## src/rtl/regfile_arbiter.sv

```systemverilog
// regfile_arbiter: shares a two-entry register file between two requesters.
// Round-robin arbitration over a req/gnt/done handshake, one command per
// three cycles (IDLE -> ACCESS -> DONE).
//
// Ports:
//   clk, rst_n          clock, asynchronous active-low reset
//   req[1:0], we[1:0]   per-requester request and command type (1 = write)
//   rd_sel, rs_sel      per-requester addresses, slice [i*AW +: AW]
//   wdata               per-requester write data, slice [i*DW +: DW]
//   gnt[1:0]            pulse: command of requester i latched (IDLE cycle)
//   done[1:0]           pulse: command of requester i complete
//   rdata_rd, rdata_rs  register[rd] / register[rs] of last completed read
//   rf_rd, rf_rs        register file addresses (hold latched command)
//   rf_regwrite         register file write enable (ACCESS with write only)
//   rf_wdata            register file write data
//   rf_out1, rf_out0    register file read data (reg[rd], reg[rs])
//
// Build option: define REGFILE_ARB_FIXED_PRIO_EN for fixed priority
// (requester 0 always wins a tie; round-robin pointer held at 0).

module regfile_arbiter #(
    parameter int DW = 8,
    parameter int AW = 1
) (
    input  logic            clk,
    input  logic            rst_n,
    input  logic [1:0]      req,
    input  logic [1:0]      we,
    input  logic [2*AW-1:0] rd_sel,
    input  logic [2*AW-1:0] rs_sel,
    input  logic [2*DW-1:0] wdata,
    output logic [1:0]      gnt,
    output logic [1:0]      done,
    output logic [DW-1:0]   rdata_rd,
    output logic [DW-1:0]   rdata_rs,
    output logic [AW-1:0]   rf_rd,
    output logic [AW-1:0]   rf_rs,
    output logic            rf_regwrite,
    output logic [DW-1:0]   rf_wdata,
    input  logic [DW-1:0]   rf_out1,
    input  logic [DW-1:0]   rf_out0
);

    typedef enum logic [1:0] {
        IDLE   = 2'd0,
        ACCESS = 2'd1,
        DONE   = 2'd2
    } state_e;

    state_e          state_q, state_d;
    logic            rr_q, rr_d;
    logic            win_q, win_d;
    logic            we_q, we_d;
    logic [AW-1:0]   rd_q, rd_d;
    logic [AW-1:0]   rs_q, rs_d;
    logic [DW-1:0]   wd_q, wd_d;
    logic [DW-1:0]   rdr_q, rdr_d;
    logic [DW-1:0]   rds_q, rds_d;
    logic            win;

    // Winner among current requests; only meaningful when req != 0.
    always_comb begin
`ifdef REGFILE_ARB_FIXED_PRIO_EN
        win = ~req[0];
`else
        win = (&req) ? rr_q : req[1];
`endif
    end

    always_comb begin
        state_d = state_q;
        rr_d    = rr_q;
        win_d   = win_q;
        we_d    = we_q;
        rd_d    = rd_q;
        rs_d    = rs_q;
        wd_d    = wd_q;
        rdr_d   = rdr_q;
        rds_d   = rds_q;
        gnt     = '0;
        done    = '0;
        unique case (state_q)
            IDLE: begin
                if (|req) begin
                    win_d = win;
                    we_d  = we[win];
                    rd_d  = win ? rd_sel[2*AW-1:AW] : rd_sel[AW-1:0];
                    rs_d  = win ? rs_sel[2*AW-1:AW] : rs_sel[AW-1:0];
                    wd_d  = win ? wdata[2*DW-1:DW] : wdata[DW-1:0];
                    // Gate with reset so no grant is shown while held in reset.
                    gnt[win] = rst_n;
`ifndef REGFILE_ARB_FIXED_PRIO_EN
                    rr_d = ~win;
`endif
                    state_d = ACCESS;
                end
            end
            ACCESS: begin
                if (!we_q) begin
                    rdr_d = rf_out1;
                    rds_d = rf_out0;
                end
                state_d = DONE;
            end
            DONE: begin
                done[win_q] = 1'b1;
                state_d     = IDLE;
            end
            default: state_d = IDLE;
        endcase
    end

    always_ff @(posedge clk or negedge rst_n) begin
        if (!rst_n) begin
            state_q <= IDLE;
            rr_q    <= 1'b0;
            win_q   <= 1'b0;
            we_q    <= 1'b0;
            rd_q    <= '0;
            rs_q    <= '0;
            wd_q    <= '0;
            rdr_q   <= '0;
            rds_q   <= '0;
        end else begin
            state_q <= state_d;
            rr_q    <= rr_d;
            win_q   <= win_d;
            we_q    <= we_d;
            rd_q    <= rd_d;
            rs_q    <= rs_d;
            wd_q    <= wd_d;
            rdr_q   <= rdr_d;
            rds_q   <= rds_d;
        end
    end

    // Decoded from the async-reset state so a reset drops the write at once.
    assign rf_regwrite = (state_q == ACCESS) && we_q;
    assign rf_rd       = rd_q;
    assign rf_rs       = rs_q;
    assign rf_wdata    = wd_q;
    assign rdata_rd    = rdr_q;
    assign rdata_rs    = rds_q;

endmodule

```

## config.mk

```make
export PLATFORM = sky130hd
export DESIGN_NAME = regfile_arbiter
export DESIGN_NICKNAME = d
export VERILOG_FILES = /design/src/rtl/regfile_arbiter.sv
export SDC_FILE = /design/constraint.sdc
export NUM_CORES = 1
export LEC_CHECK = 0
export CORE_AREA = 2 2 78 50
export DETAILED_ROUTE_END_ITERATION = 10
export DIE_AREA = 0 0 80 52
export PLACE_DENSITY = 0.85
export SETUP_SLACK_MARGIN = 0.2
export SYNTH_ARGS = -nofsm -noshare
export SYNTH_HDL_FRONTEND = slang
export SYNTH_SLANG_ARGS = --single-unit
```

## constraint.sdc

```tcl
create_clock -name clk -period 2 [get_ports clk]
set_clock_uncertainty 0.05 [all_clocks]
set_input_delay 0.4 -clock clk [delete_from_list [all_inputs] [get_ports clk]]
set_output_delay 0.4 -clock clk [all_outputs]
set_load 0.02 [all_outputs]
```

==> impl_results.md <==
* Status: complete, no violations
* Crit start category: flop
* Period Utilization, post-route at 0.8610
* Seq/Total Area, Yosys at 0.5487
* Max cap viols at 0
* Setup violators final at 0
* Post-synth ARST share at 1.000
* Sequential Power Share at 0.315
* CP arrival at 1270 ps
* Total core area at 3488 um2
* CTS hold repair buffers at 0
* Max Slew Vio Count at 0
* Slowest stage cell, crit path: clkdlybuf4s50_1
* Mapped Cells at 119
* Fillers at 272
* DR iter-0 viols at 67
* Vias at 1273
* IO Count at 73
* Placed Cells at 240
* Mapped cell area at 1414 um2
* H-tree Lvls at 2
* Worst R2R Start: state_q[1]$_DFFE_PN0P_
* Area occupied by registers at 775.7 um2
* Required time worst endpoint at 1550 ps
* Class of the worst hold path: in -> async
* Yosys cell types at 23
* Share of the synthesized area in the top cell type at 0.5487
* R2R cell count at 5
* Util after Layout at 0.6603
* Critical path class: reg -> out
* Comb power frac at 0.537
* Clock Latency Late Sink at 280 ps
* Area of the multi-input gates at 580.6 um2
* Slew headroom at 0.7353
* Maximum single-stage delay on the critical path at 630 ps
* Antenna Nets Post-Route at 0
* Psw at 1.371 mW
* Clk root buf: clkbuf_8
* Post-Route WL at 4203 um
* Worst vdd ir at 0.9319 mV
* R2R Setup Slk at 380 ps
* Number of vias per cell at 5.133
* Static leakage at 0.9710 nW
* Critical path's top delay family: buffers and inverters
* Clock power share at 0.148
* Internal power at 2.289 mW
* Syn nets at 161
* Vias in the first global route at 1304
* Nature of the critical path endpoint: primary output
* CTS Buffer Depth at 2
* Placer Congestion at 0.7912
* Slew @ Worst Pin at 397.0 ps
* Top post-synthesis cells by area: dfrtp_1 55%, mux2_4 11%, a31oi_1 4.9%
* Layout cell share with drive strength beyond 1 at 0.2289
* Buffers on Ports at 72
* Number of diodes at 0
* Die Wd at 80 um
* Yosys warning count at 0
* DR WL/cell at 16.95 um
* Final hold viol count at 0
* RSZ-0062 raised after global routing: yes
* HPWL Detailed at 3108 um
* Area grow syn2layout at 62.92%
* Chip height at 52 um
* Die area at 4160 um2
* Synthesis-stage register bit count at 31
* Core Rows at 17
* Switching power as a share of total power at 0.3747
* Power Density at 1589 nW/um2
* Largest net degree at the start of global routing at 32
* Fmax at 0.5807 GHz
* Gr usage total at 0.2201
* CTS tree: built
* Clock transition at path regs at 60 ps
* DR pass1 iterations at 4
* Main synth FF type: dfrtp_1
* Syn avg cell area at 11.88 um2
* TritonCTS buffer count at 5
* Worst Path Max Fanout at 2
* Global route overflow at 0
* Most numerous cell in the Yosys netlist: dfrtp_1
* Final cell count without fillers at 248
* Total power at 3.660 mW
* Post-synth EDFFs at 0
* Largest area contributor in the netlist: dfrtp_1
* Buf+Inv Stages, Crit Path at 1
* First-pass GRT wire length at 6610 um
* CP Cell Sequence: clkdlybuf4s50_1
* Commonest cells in the netlist: 31 x dfrtp_1, 13 x nand3_1, 12 x a21oi_1, 12 x o21ai_0, 11 x a31oi_1
* Initial antenna violation count at 0
* Reg-to-reg endpoint: rdata_rs[2]$_DFFE_PN0P_
* Fin nets at 242
* Clock Sinks at 31
* Fin crit period at 1722 ps
* DRC viols at 0
* Initial Util at 0.4053
what timing repair did:
action                     4_1_cts  5_1_grt
gates cloned                     0        0
pin swaps                        1        0
setup buffers                    0        0
resized for setup               15       10
setup endpoints to repair        5        5
cell families (layout without fill, tap and decap cells):
kind of cell           count (synthesis)  count (layout)  share of synthesized area
AOI/OAI and AO/OA                     36              36                     0.1389
DFF                                   31              31                     0.5487
and+or+nand+nor                       25              25                     0.1097
muxes                                 16              16                     0.1540
buffers and inverters                 11              93                    0.04867
sequential cells by signal, summed over array words and instances, names as in the netlist:
| name | count |
|---|---|
| rr_q | 1 |
| win_q | 1 |
| rf_wdata | 8 |
| rf_rs | 1 |
| rf_rd | 1 |
| rdata_rd | 8 |
| rdata_rs | 8 |
| we_q | 1 |
| state_q | 2 |
per-layer routing:
metal | track usage | part of all wire
met5 | 0 | 0
met4 | 0.1102 | 0.025
met3 | 0.06771 | 0.061
met2 | 0.3514 | 0.51
met1 | 0.2726 | 0.41
power by group through the flow:
stage,Combinational [mW],Sequential (mW),Clock (mW)
6_report,1.96,1.15,0.541
5_1_grt,2.09,1.19,0.586
4_1_cts,1.98,1.15,0.554
3_5_place_dp,1.99,1.16,0
3_3_place_gp,1.93,1.13,0
2_1_floorplan,0.794,1.47,0
worst max path at each step:
stage                            from     end  slack (ps)  cells past startpoint
6_report            rf_rd$_DFFE_PN0P_   rf_rd         280                      1
5_1_grt        state_q[0]$_DFFE_PN0P_  gnt[1]         170                      4
4_1_cts                         rst_n  gnt[1]          80                      4
3_5_place_dp                   req[1]  gnt[1]        -380                      5
3_3_place_gp                   req[1]  gnt[1]        -350                      5
2_1_floorplan  state_q[1]$_DFFE_PN0P_  gnt[0]         250                      4
cell type report:
type | instances | share of cell area
tap | 47 | 0.02553
multi-input combinational | 77 | 0.2520
clock buffer | 8 | 0.04345
sequential | 31 | 0.3368
inverter | 2 | 0.003259
timing repair buffer | 83 | 0.3389
cells in the final DEF (no fill, tap or decap), types with 3 or more instances in the layout:
master,instances
a31oi_1,11
nand3_1,13
mux2_4,10
buf_4,12
clkbuf_2,3
mux2_2,6
o21ai_0,12
clkdlybuf4s50_1,64
a21oi_1,11
dfrtp_1,31
clkbuf_8,7
through the flow:
stage / worst slack (ps) / TNS (ps) / area, um2 / hold WS (ps)
finish: 277.9 / 0 / 2303 / 205.6
global route: 173.1 / 0 / 2303 / 270.2
CTS: 79.75 / 0 / 2317 / 459.1
detailed placement: -377.0 / -721.8 / 2220 / 444.0
global placement: -351.1 / -677.5 / 2220 / 438.6
floorplan: 253.8 / 0 / 1419 / 54.41
Note: power is estimated with default switching activity, not from simulation.
